`src/rtl/seg7_scan_driver_if.sv`:
```
// Bundle between a display client and seg7_scan_driver: digit/attribute inputs with a
// load strobe, and the registered anode/cathode/frame outputs.
interface seg7_if #(
    parameter int NUM_DIGITS = 4
);
    logic [4*NUM_DIGITS-1:0] digits;
    logic [NUM_DIGITS-1:0]   dp;
    logic [NUM_DIGITS-1:0]   blank;
    logic [NUM_DIGITS-1:0]   blink;
    logic                    lz_suppress;
    logic                    load;
    logic [NUM_DIGITS-1:0]   anodes;
    logic [7:0]              cathodes;
    logic                    frame_done;

    modport master (
        output digits, dp, blank, blink, lz_suppress, load,
        input  anodes, cathodes, frame_done
    );

    modport slave (
        input  digits, dp, blank, blink, lz_suppress, load,
        output anodes, cathodes, frame_done
    );
endinterface

```
`src/rtl/seg7_scan_driver.sv`:
```
// Time-multiplexed N-digit 7-segment driver: refresh prescaler, hex decode, blink, blank,
// leading-zero suppression and a double buffer that only swaps at frame boundaries.
module seg7_scan_driver #(
    parameter int NUM_DIGITS  = 4,
    parameter int REFRESH_DIV = 50000,
    parameter int BLINK_TICKS = 256
) (
    input  logic  clk,
    input  logic  reset,
    seg7_if.slave bus
);
    localparam int IW = $clog2(NUM_DIGITS);
    localparam int PW = $clog2(REFRESH_DIV);
    localparam int BW = $clog2(BLINK_TICKS + 1);
    localparam int DW = 4 * NUM_DIGITS;
    localparam logic [IW-1:0] IDX_LAST   = IW'(NUM_DIGITS - 1);
    localparam logic [PW-1:0] PRESC_LAST = PW'(REFRESH_DIV - 1);
    localparam logic [BW-1:0] BLINK_LAST = BW'(BLINK_TICKS - 1);

    logic [PW-1:0]         presc;
    logic [IW-1:0]         idx;
    logic [IW-1:0]         idx_nxt;
    logic [BW-1:0]         blink_cnt;
    logic                  blink_off;
    logic                  blink_off_nxt;
    logic                  tick;
    logic                  wrap;
    logic                  commit;
    logic                  blink_wrap;

    logic [DW-1:0]         pend_digits;
    logic [NUM_DIGITS-1:0] pend_dp;
    logic [NUM_DIGITS-1:0] pend_blank;
    logic [NUM_DIGITS-1:0] pend_blink;
    logic                  pend_lz;
    logic                  pend_valid;

    logic [DW-1:0]         act_digits;
    logic [NUM_DIGITS-1:0] act_dp;
    logic [NUM_DIGITS-1:0] act_blank;
    logic [NUM_DIGITS-1:0] act_blink;
    logic                  act_lz;
    logic [DW-1:0]         act_digits_nxt;
    logic [NUM_DIGITS-1:0] act_dp_nxt;
    logic [NUM_DIGITS-1:0] act_blank_nxt;
    logic [NUM_DIGITS-1:0] act_blink_nxt;
    logic                  act_lz_nxt;

    logic                  zero_run;
    logic [NUM_DIGITS-1:0] suppressed;
    logic [3:0]            sel;
    logic                  dark;

    logic [NUM_DIGITS-1:0] anodes_p0;
    logic [7:0]            cathodes_p0;
    logic [NUM_DIGITS-1:0] anodes_p1;
    logic [7:0]            cathodes_p1;
    logic                  frame_done_p1;

    // Segments g..a, active-low, decimal point excluded.
    function automatic logic [6:0] hex_decode(input logic [3:0] v);
        case (v)
            4'h0:    hex_decode = 7'h40;
            4'h1:    hex_decode = 7'h79;
            4'h2:    hex_decode = 7'h24;
            4'h3:    hex_decode = 7'h30;
            4'h4:    hex_decode = 7'h19;
            4'h5:    hex_decode = 7'h12;
            4'h6:    hex_decode = 7'h02;
            4'h7:    hex_decode = 7'h78;
            4'h8:    hex_decode = 7'h00;
            4'h9:    hex_decode = 7'h10;
            4'hA:    hex_decode = 7'h08;
            4'hB:    hex_decode = 7'h03;
            4'hC:    hex_decode = 7'h46;
            4'hD:    hex_decode = 7'h21;
            4'hE:    hex_decode = 7'h06;
            default: hex_decode = 7'h0E;
        endcase
    endfunction

    always_comb begin
        tick          = (presc == PRESC_LAST);
        wrap          = tick && (idx == IDX_LAST);
        commit        = wrap && pend_valid;
        blink_wrap    = tick && (blink_cnt == BLINK_LAST);
        blink_off_nxt = blink_off ^ blink_wrap;
        idx_nxt       = idx;
        if (wrap) begin
            idx_nxt = '0;
        end else if (tick) begin
            idx_nxt = idx + 1'b1;
        end
        act_digits_nxt = commit ? pend_digits : act_digits;
        act_dp_nxt     = commit ? pend_dp     : act_dp;
        act_blank_nxt  = commit ? pend_blank  : act_blank;
        act_blink_nxt  = commit ? pend_blink  : act_blink;
        act_lz_nxt     = commit ? pend_lz     : act_lz;
    end

    // p0: the slot about to be shown is decoded from post-tick state, so a frame
    // swap is visible in its very first slot.
    always_comb begin
        zero_run   = 1'b1;
        suppressed = '0;
        for (int i = NUM_DIGITS - 1; i > 0; i--) begin
            zero_run      = zero_run && (act_digits_nxt[4*i +: 4] == 4'h0);
            suppressed[i] = act_lz_nxt && zero_run;
        end
        sel  = act_digits_nxt[4*idx_nxt +: 4];
        dark = act_blank_nxt[idx_nxt] | (act_blink_nxt[idx_nxt] & blink_off_nxt)
             | suppressed[idx_nxt];
        anodes_p0   = '1;
        cathodes_p0 = 8'hFF;
        if (!dark) begin
            anodes_p0[idx_nxt] = 1'b0;
            cathodes_p0        = {~act_dp_nxt[idx_nxt], hex_decode(sel)};
        end
    end

    // p1: pin registers update only on a slot tick.
    always_ff @(posedge clk) begin
        if (!reset) begin
            presc         <= '0;
            idx           <= '0;
            blink_cnt     <= '0;
            blink_off     <= 1'b0;
            pend_valid    <= 1'b0;
            pend_digits   <= '0;
            pend_dp       <= '0;
            pend_blank    <= '0;
            pend_blink    <= '0;
            pend_lz       <= 1'b0;
            act_digits    <= '0;
            act_dp        <= '0;
            act_blank     <= '1;
            act_blink     <= '0;
            act_lz        <= 1'b0;
            anodes_p1     <= '1;
            cathodes_p1   <= 8'hFF;
            frame_done_p1 <= 1'b0;
        end else begin
            presc         <= tick ? '0 : presc + 1'b1;
            idx           <= idx_nxt;
            blink_off     <= blink_off_nxt;
            frame_done_p1 <= wrap;
            if (tick) begin
                blink_cnt   <= blink_wrap ? '0 : blink_cnt + 1'b1;
                anodes_p1   <= anodes_p0;
                cathodes_p1 <= cathodes_p0;
            end
            act_digits <= act_digits_nxt;
            act_dp     <= act_dp_nxt;
            act_blank  <= act_blank_nxt;
            act_blink  <= act_blink_nxt;
            act_lz     <= act_lz_nxt;
            // A load coinciding with a commit refills pending after the old contents move out.
            if (bus.load) begin
                pend_digits <= bus.digits;
                pend_dp     <= bus.dp;
                pend_blank  <= bus.blank;
                pend_blink  <= bus.blink;
                pend_lz     <= bus.lz_suppress;
                pend_valid  <= 1'b1;
            end else if (commit) begin
                pend_valid <= 1'b0;
            end
        end
    end

    assign bus.anodes     = anodes_p1;
    assign bus.cathodes   = cathodes_p1;
    assign bus.frame_done = frame_done_p1;
endmodule

```
`src/flat_wrapper.sv`:
```
// flat-port wrapper written by rule: the top's interface ports become plain ports
module seg7_scan_driver_flat 
#(
    parameter int NUM_DIGITS  = 4,
    parameter int REFRESH_DIV = 50000,
    parameter int BLINK_TICKS = 256
)
  (clk, reset, bus_digits, bus_dp, bus_blank, bus_blink, bus_lz_suppress, bus_load, bus_anodes, bus_cathodes, bus_frame_done);
  seg7_if #(.NUM_DIGITS(NUM_DIGITS)) bus_i ();
  input  logic clk;
  input  logic reset;
  input wire logic [$bits(bus_i.digits)-1:0] bus_digits;
  input wire logic [$bits(bus_i.dp)-1:0] bus_dp;
  input wire logic [$bits(bus_i.blank)-1:0] bus_blank;
  input wire logic [$bits(bus_i.blink)-1:0] bus_blink;
  input wire logic [$bits(bus_i.lz_suppress)-1:0] bus_lz_suppress;
  input wire logic [$bits(bus_i.load)-1:0] bus_load;
  output wire logic [$bits(bus_i.anodes)-1:0] bus_anodes;
  output wire logic [$bits(bus_i.cathodes)-1:0] bus_cathodes;
  output wire logic [$bits(bus_i.frame_done)-1:0] bus_frame_done;
  assign bus_i.digits = bus_digits;
  assign bus_i.dp = bus_dp;
  assign bus_i.blank = bus_blank;
  assign bus_i.blink = bus_blink;
  assign bus_i.lz_suppress = bus_lz_suppress;
  assign bus_i.load = bus_load;
  assign bus_anodes = bus_i.anodes;
  assign bus_cathodes = bus_i.cathodes;
  assign bus_frame_done = bus_i.frame_done;
  seg7_scan_driver #(.NUM_DIGITS(NUM_DIGITS), .REFRESH_DIV(REFRESH_DIV), .BLINK_TICKS(BLINK_TICKS)) u_core (.clk(clk), .reset(reset), .bus(bus_i));
endmodule
```
`config.mk`:
```
export PLATFORM = sky130hd
export DESIGN_NAME = seg7_scan_driver_flat
export DESIGN_NICKNAME = d
export VERILOG_FILES = /design/src/rtl/seg7_scan_driver_if.sv /design/src/rtl/seg7_scan_driver.sv /design/src/flat_wrapper.sv
export SDC_FILE = /design/constraint.sdc
export NUM_CORES = 1
export LEC_CHECK = 0
export ABC_AREA = 1
export ABC_CLOCK_PERIOD_IN_PS = 2200
export BUFFER_PORTS_ARGS = -buffer_cell sky130_fd_sc_hd__buf_2
export CELL_PAD_IN_SITES_DETAIL_PLACEMENT = 1
export CELL_PAD_IN_SITES_GLOBAL_PLACEMENT = 1
export CORE_ASPECT_RATIO = 1.5
export CORE_MARGIN = 3
export CORE_UTILIZATION = 35
export DETAILED_ROUTE_END_ITERATION = 10
export PLACE_DENSITY_LB_ADDON = 0.12
export SYNTH_ARGS = -nofsm -noshare
export SYNTH_HDL_FRONTEND = slang
export SYNTH_SLANG_ARGS = --single-unit
```
`constraint.sdc`:
```
create_clock -name clk -period 2.2 [get_ports clk]
set_input_delay 0.22 -clock clk [delete_from_list [all_inputs] [get_ports clk]]
set_output_delay 0.22 -clock clk [all_outputs]
set_load 0.02 [all_outputs]
```
==> metrics.csv <==
stage,metric,value,unit
floorplan,core region area,0.0131,sq mm
flow_run,max cap viols,0,
grt,grt met1 use,23.4,%
power_and_ir_drop,Pwr Density,566,mW/mm^2
synthesis,XOR/XNOR share of the synthesized area,0.554,%
final_layout,fin area,0.00644,sq mm
synthesis,Synth Area in Compound Gates,10.7,%
worst_setup_path,worst setup path start,u_core.presc[1],
final_layout,number of diodes,0,
grt,GRT Total Usage,20.8,%
synthesis,main combinational cell family by area after synthesis,simple AND/OR/NAND/NOR gates,
power_and_ir_drop,net switching power figure,842,uW
hold_path,worst hold path class,input pin to flip-flop,
worst_setup_path,Setup crit end,u_core.bus.cathodes[2],
final_layout,FILL cells,1686,
worst_setup_path,RR Startpoint,u_core.presc[1],
grt,grt total ovfl,0,
status,violated checks,setup timing,
cts,root buffer cell,clkbuf_16,
power_and_ir_drop,Comb power frac,4.7,%
timing,RSZ-0062 raised after global routing,true,
worst_setup_path,register-to-register path setup slack,-130,ps
power_and_ir_drop,leakage power,0.00289,uW
timing,max-slew violation count,0,
worst_setup_path,cells on worst reg2reg path,16,
final_layout,Area Growth Syn to Fin,35.7,%
cts,CTS tree,yes,
detailed_routing,Initial DRC Count,121,
timing,count of final setup violators,12,
grt,first-pass GRT wire length,24900,microns
synthesis,yosys warns,0,
floorplan,DIE AREA,0.0150,sq mm
timing,post-route setup slack,-127,ps
final_layout,share of layout cells above drive strength 1,32.6,%
grt,largest net degree at the start of global routing,38,
detailed_routing,DR pass1 iterations,4,
cts,clock latency on the worst-skew pair,350,ps
placement,Final GP Congestion,0.847,
cts,hold_buf cts,0,
detailed_routing,WL final,14700,microns
floorplan,Die H,149,microns
timing,final setup skew,9.28,ps
placement,PortBufs,44,
worst_setup_path,Setup CP Type,flip-flop to flip-flop,
synthesis,Synth Area in Simple Gates,36.3,%
timing,Worst Tran Pin Value,393,ps
final_layout,area occupied by multi-input gates,0.00264,sq mm
power_and_ir_drop,Total Power,3640,uW
synthesis,sequential share of the synthesized area,42.2,%
synthesis,mean post-synth cell area,6.91,sq um
timing,Tmin final,2330,ps
final_layout,"Cell Count, Final, Fillers Out",977,
worst_setup_path,critical path arrival,2580,ps
synthesis,Synth Area in Adders,2.11,%
placement,post-placement cell area,0.00569,sq mm
timing,fmax,430,MHz
floorplan,Initial Util,36.1,%
cts,CTS Buffer Depth,2,
synthesis,Mapped Area,0.00474,sq mm
timing,endpoints failing hold,0,
power_and_ir_drop,peak supply drop,0.000359,V
grt,GR Layer Usage met3,3.33,%
power_and_ir_drop,proportion of power drawn by flip-flops and latches,51.6,%
grt,vias in the first global route,5228,
worst_setup_path,"Largest stage delay, worst path",350,ps
worst_setup_path,CP most frequent cell,nor2_4,
floorplan,Top Ports,45,
worst_setup_path,critical path depth,16,
worst_setup_path,Worst Setup Start Kind,flip-flop,
worst_setup_path,crit end category,flip-flop,
worst_setup_path,critical path buffer and inverter count,2,
grt,initial antenna violation count,0,
grt,met2 Resource Use GR,38.6,%
worst_setup_path,Crit path required time,2450,ps
timing,hold slack,90.9,ps
synthesis,"Net Count, Synth",726,
timing,slew margin rel.,73.6,%
synthesis,mux contribution to synthesized area,0,%
placement,pre-CTS WS,-322,ps
cts,Inserted Clock Buffers,9,
worst_setup_path,worst reg2reg endpoint,u_core.bus.cathodes[2],
floorplan,# rows,51,
synthesis,Yosys cell types,33,
detailed_routing,DR WL/cell,15.1,microns
cts,H-tree depth,3,
final_layout,sequential cell area,0.00202,sq mm
detailed_routing,Post-route DRC,0,
power_and_ir_drop,internal power,2800,uW
synthesis,Synth Register Bits,100,
cts,# clock sinks,100,
timing,crit share post-route,106,%
worst_setup_path,CP top delay family,simple AND/OR/NAND/NOR gates,
worst_setup_path,CP cell instances,ha_4 > nand2_4 > nor2_4 > nand3_2 > nor2_4 > nand4_1 > nand3_1 > nand2_2 > nor2_4 > buf_4 > ha_4 > inv_4 > nand3_1 > o21ai_1 > nor2_1 > nor2_1,
detailed_routing,routed vias/inst,4.98,
cts,clock-pin slew on the worst setup and hold paths,70,ps
placement,HPWL after DPL,10900,microns
status,status,"complete, but fails checks",
power_and_ir_drop,Sw Share,23.1,%
detailed_routing,Antenna Nets Post-Route,0,
grt,GR peak layer,met2,
worst_setup_path,CP Max Fanout,5,
synthesis,Post-Syn Instances,686,
floorplan,Die W,101,microns
placement,placed cell count,938,
worst_setup_path,Worst path slowest cell,dfxtp_2,
detailed_routing,routed vias,4864,
power_and_ir_drop,Clock power frac,43.7,%
final_layout,Nets,854,
[cell families (layout without fill, tap and decap cells)]
kind of cell | Yosys count | after routing
flip-flops | 100 | 100
XOR/XNOR | 3 | 3
buffers and inverters | 95 | 227
adder cells (fa/ha/maj) | 8 | 8
AO/OA/AOI/OAI | 97 | 97
AND/OR/NAND/NOR | 383 | 383
[through the flow]
step | util (%) | TNS (ps)
after detailed placement | 43.3 | -3050
after global placement | 43.3 | -2140
after global routing | 49.0 | -3870
after CTS | 48.0 | -1410
final | 49.0 | -902
after floorplan | - | 0
[area by class of cell]
class	count	share of cell area (%)
Timing Repair Buffer	140	15.7
Clock inverter	6	1.01
Tap cell	159	3.09
Inverter	72	4.35
Multi-Input combinational cell	491	41.0
Clock buffer	9	3.50
Sequential cell	100	31.3
[synthesized netlist by cell type]
| cell type | count | share of area, % |
|---|---|---|
| a211oi_1 | 1 | 0.16 |
| a21oi_1 | 41 | 4.3 |
| a31oi_1 | 1 | 0.13 |
| a32o_1 | 1 | 0.21 |
| and3_1 | 1 | 0.13 |
| buf_2 | 3 | 0.32 |
| buf_6 | 3 | 0.71 |
| clkbuf_1 | 17 | 1.3 |
| clkinv_1 | 2 | 0.16 |
| dfxtp_1 | 100 | 42 |
| ha_1 | 8 | 2.1 |
| inv_1 | 63 | 5.0 |
| inv_2 | 7 | 0.55 |
| nand2_1 | 163 | 13 |
| nand2_2 | 11 | 1.5 |
| nand2_4 | 3 | 0.71 |
| nand3_1 | 32 | 3.4 |
| nand3_2 | 1 | 0.21 |
| nand3b_1 | 1 | 0.16 |
| nand4_1 | 24 | 3.2 |
| nand4_4 | 1 | 0.45 |
| nor2_1 | 119 | 9.4 |
| nor2_2 | 4 | 0.53 |
| nor2_4 | 9 | 2.1 |
| nor3_1 | 7 | 0.74 |
| nor3b_1 | 1 | 0.16 |
| nor4_1 | 1 | 0.13 |
| o211ai_1 | 1 | 0.16 |
| o21a_1 | 5 | 0.79 |
| o21ai_0 | 35 | 3.7 |
| o21ai_1 | 12 | 1.3 |
| or2_2 | 5 | 0.66 |
| xor2_1 | 3 | 0.55 |
[registers in the layout, indices dropped and copies added, names as in the netlist]
register               flops
u_core.blink_off           1
u_core.idx                 2
u_core.bus.frame_done      1
u_core.act_dp              4
u_core.act_lz              1
u_core.pend_valid          1
u_core.act_blink           4
u_core.bus.cathodes        8
u_core.pend_dp             4
u_core.act_digits         16
u_core.blink_cnt           9
u_core.presc              16
u_core.bus.anodes          4
u_core.pend_digits        16
u_core.pend_blank          4
u_core.pend_blink          4
u_core.pend_lz             1
u_core.act_blank           4
[worst min-delay path by stage]
stage / from / endpoint / slack (ps) / cells past startpoint
final: bus_digits[9] / u_core.pend_digits[9] / 90 / 3
after floorplan: bus_digits[0] / u_core.pend_digits[0] / 350 / 2
after CTS: bus_digits[9] / u_core.pend_digits[9] / 80 / 3
after global routing: bus_digits[15] / u_core.pend_digits[15] / 100 / 3
after detailed placement: u_core.bus.anodes[2] / u_core.bus.anodes[2] / 450 / 2
after global placement: u_core.presc[9] / u_core.presc[9] / 430 / 2
[timing repair]
item                                    CTS  global route
resized for setup                        46            36
endpoints found under the setup margin   15            23
buffers inserted                         22             4
pin swaps                                36            30
[layer usage]
metal  wire [microns]  share of wire [%]
met5                0                  0
met4              407                2.8
met1             6030                 41
met3              326                2.2
met2             7970                 54
[worst reg2reg max path, delay by kind of cell (launching register included)]
kind                       cells  cell delay (ps)
and+or+nand+nor               11             1310
DFF                            1              350
adders and majority gates      2              320
buffers and inverters          2              200
AOI/OAI and AO/OA              1               70
[power by group through the flow]
stage / sequential (uW) / combinational [uW] / clock (uW)
global placement: 1920 / 161 / 0
floorplan: 1910 / 95.1 / 0
global route: 1880 / 198 / 1730
detailed placement: 1920 / 168 / 0
CTS: 1880 / 171 / 1630
finish: 1880 / 170 / 1590
[layout by cell type (no fill, tap or decap), types with 5 or more instances in the layout]
master / n
nand2_1: 140
nor2_1: 107
dfxtp_1: 88
buf_4: 86
inv_1: 58
buf_2: 44
a21oi_1: 40
o21ai_0: 34
nand2_2: 29
nand3_1: 25
nand4_1: 24
nor2_4: 14
dfxtp_2: 12
nor2_2: 11
o21ai_1: 11
clkbuf_16: 9
nand2_4: 8
inv_2: 8
nand3_2: 7
buf_6: 6
or2_2: 5
o21a_1: 5
ha_4: 5
Note: power is estimated with default switching activity, not from simulation.
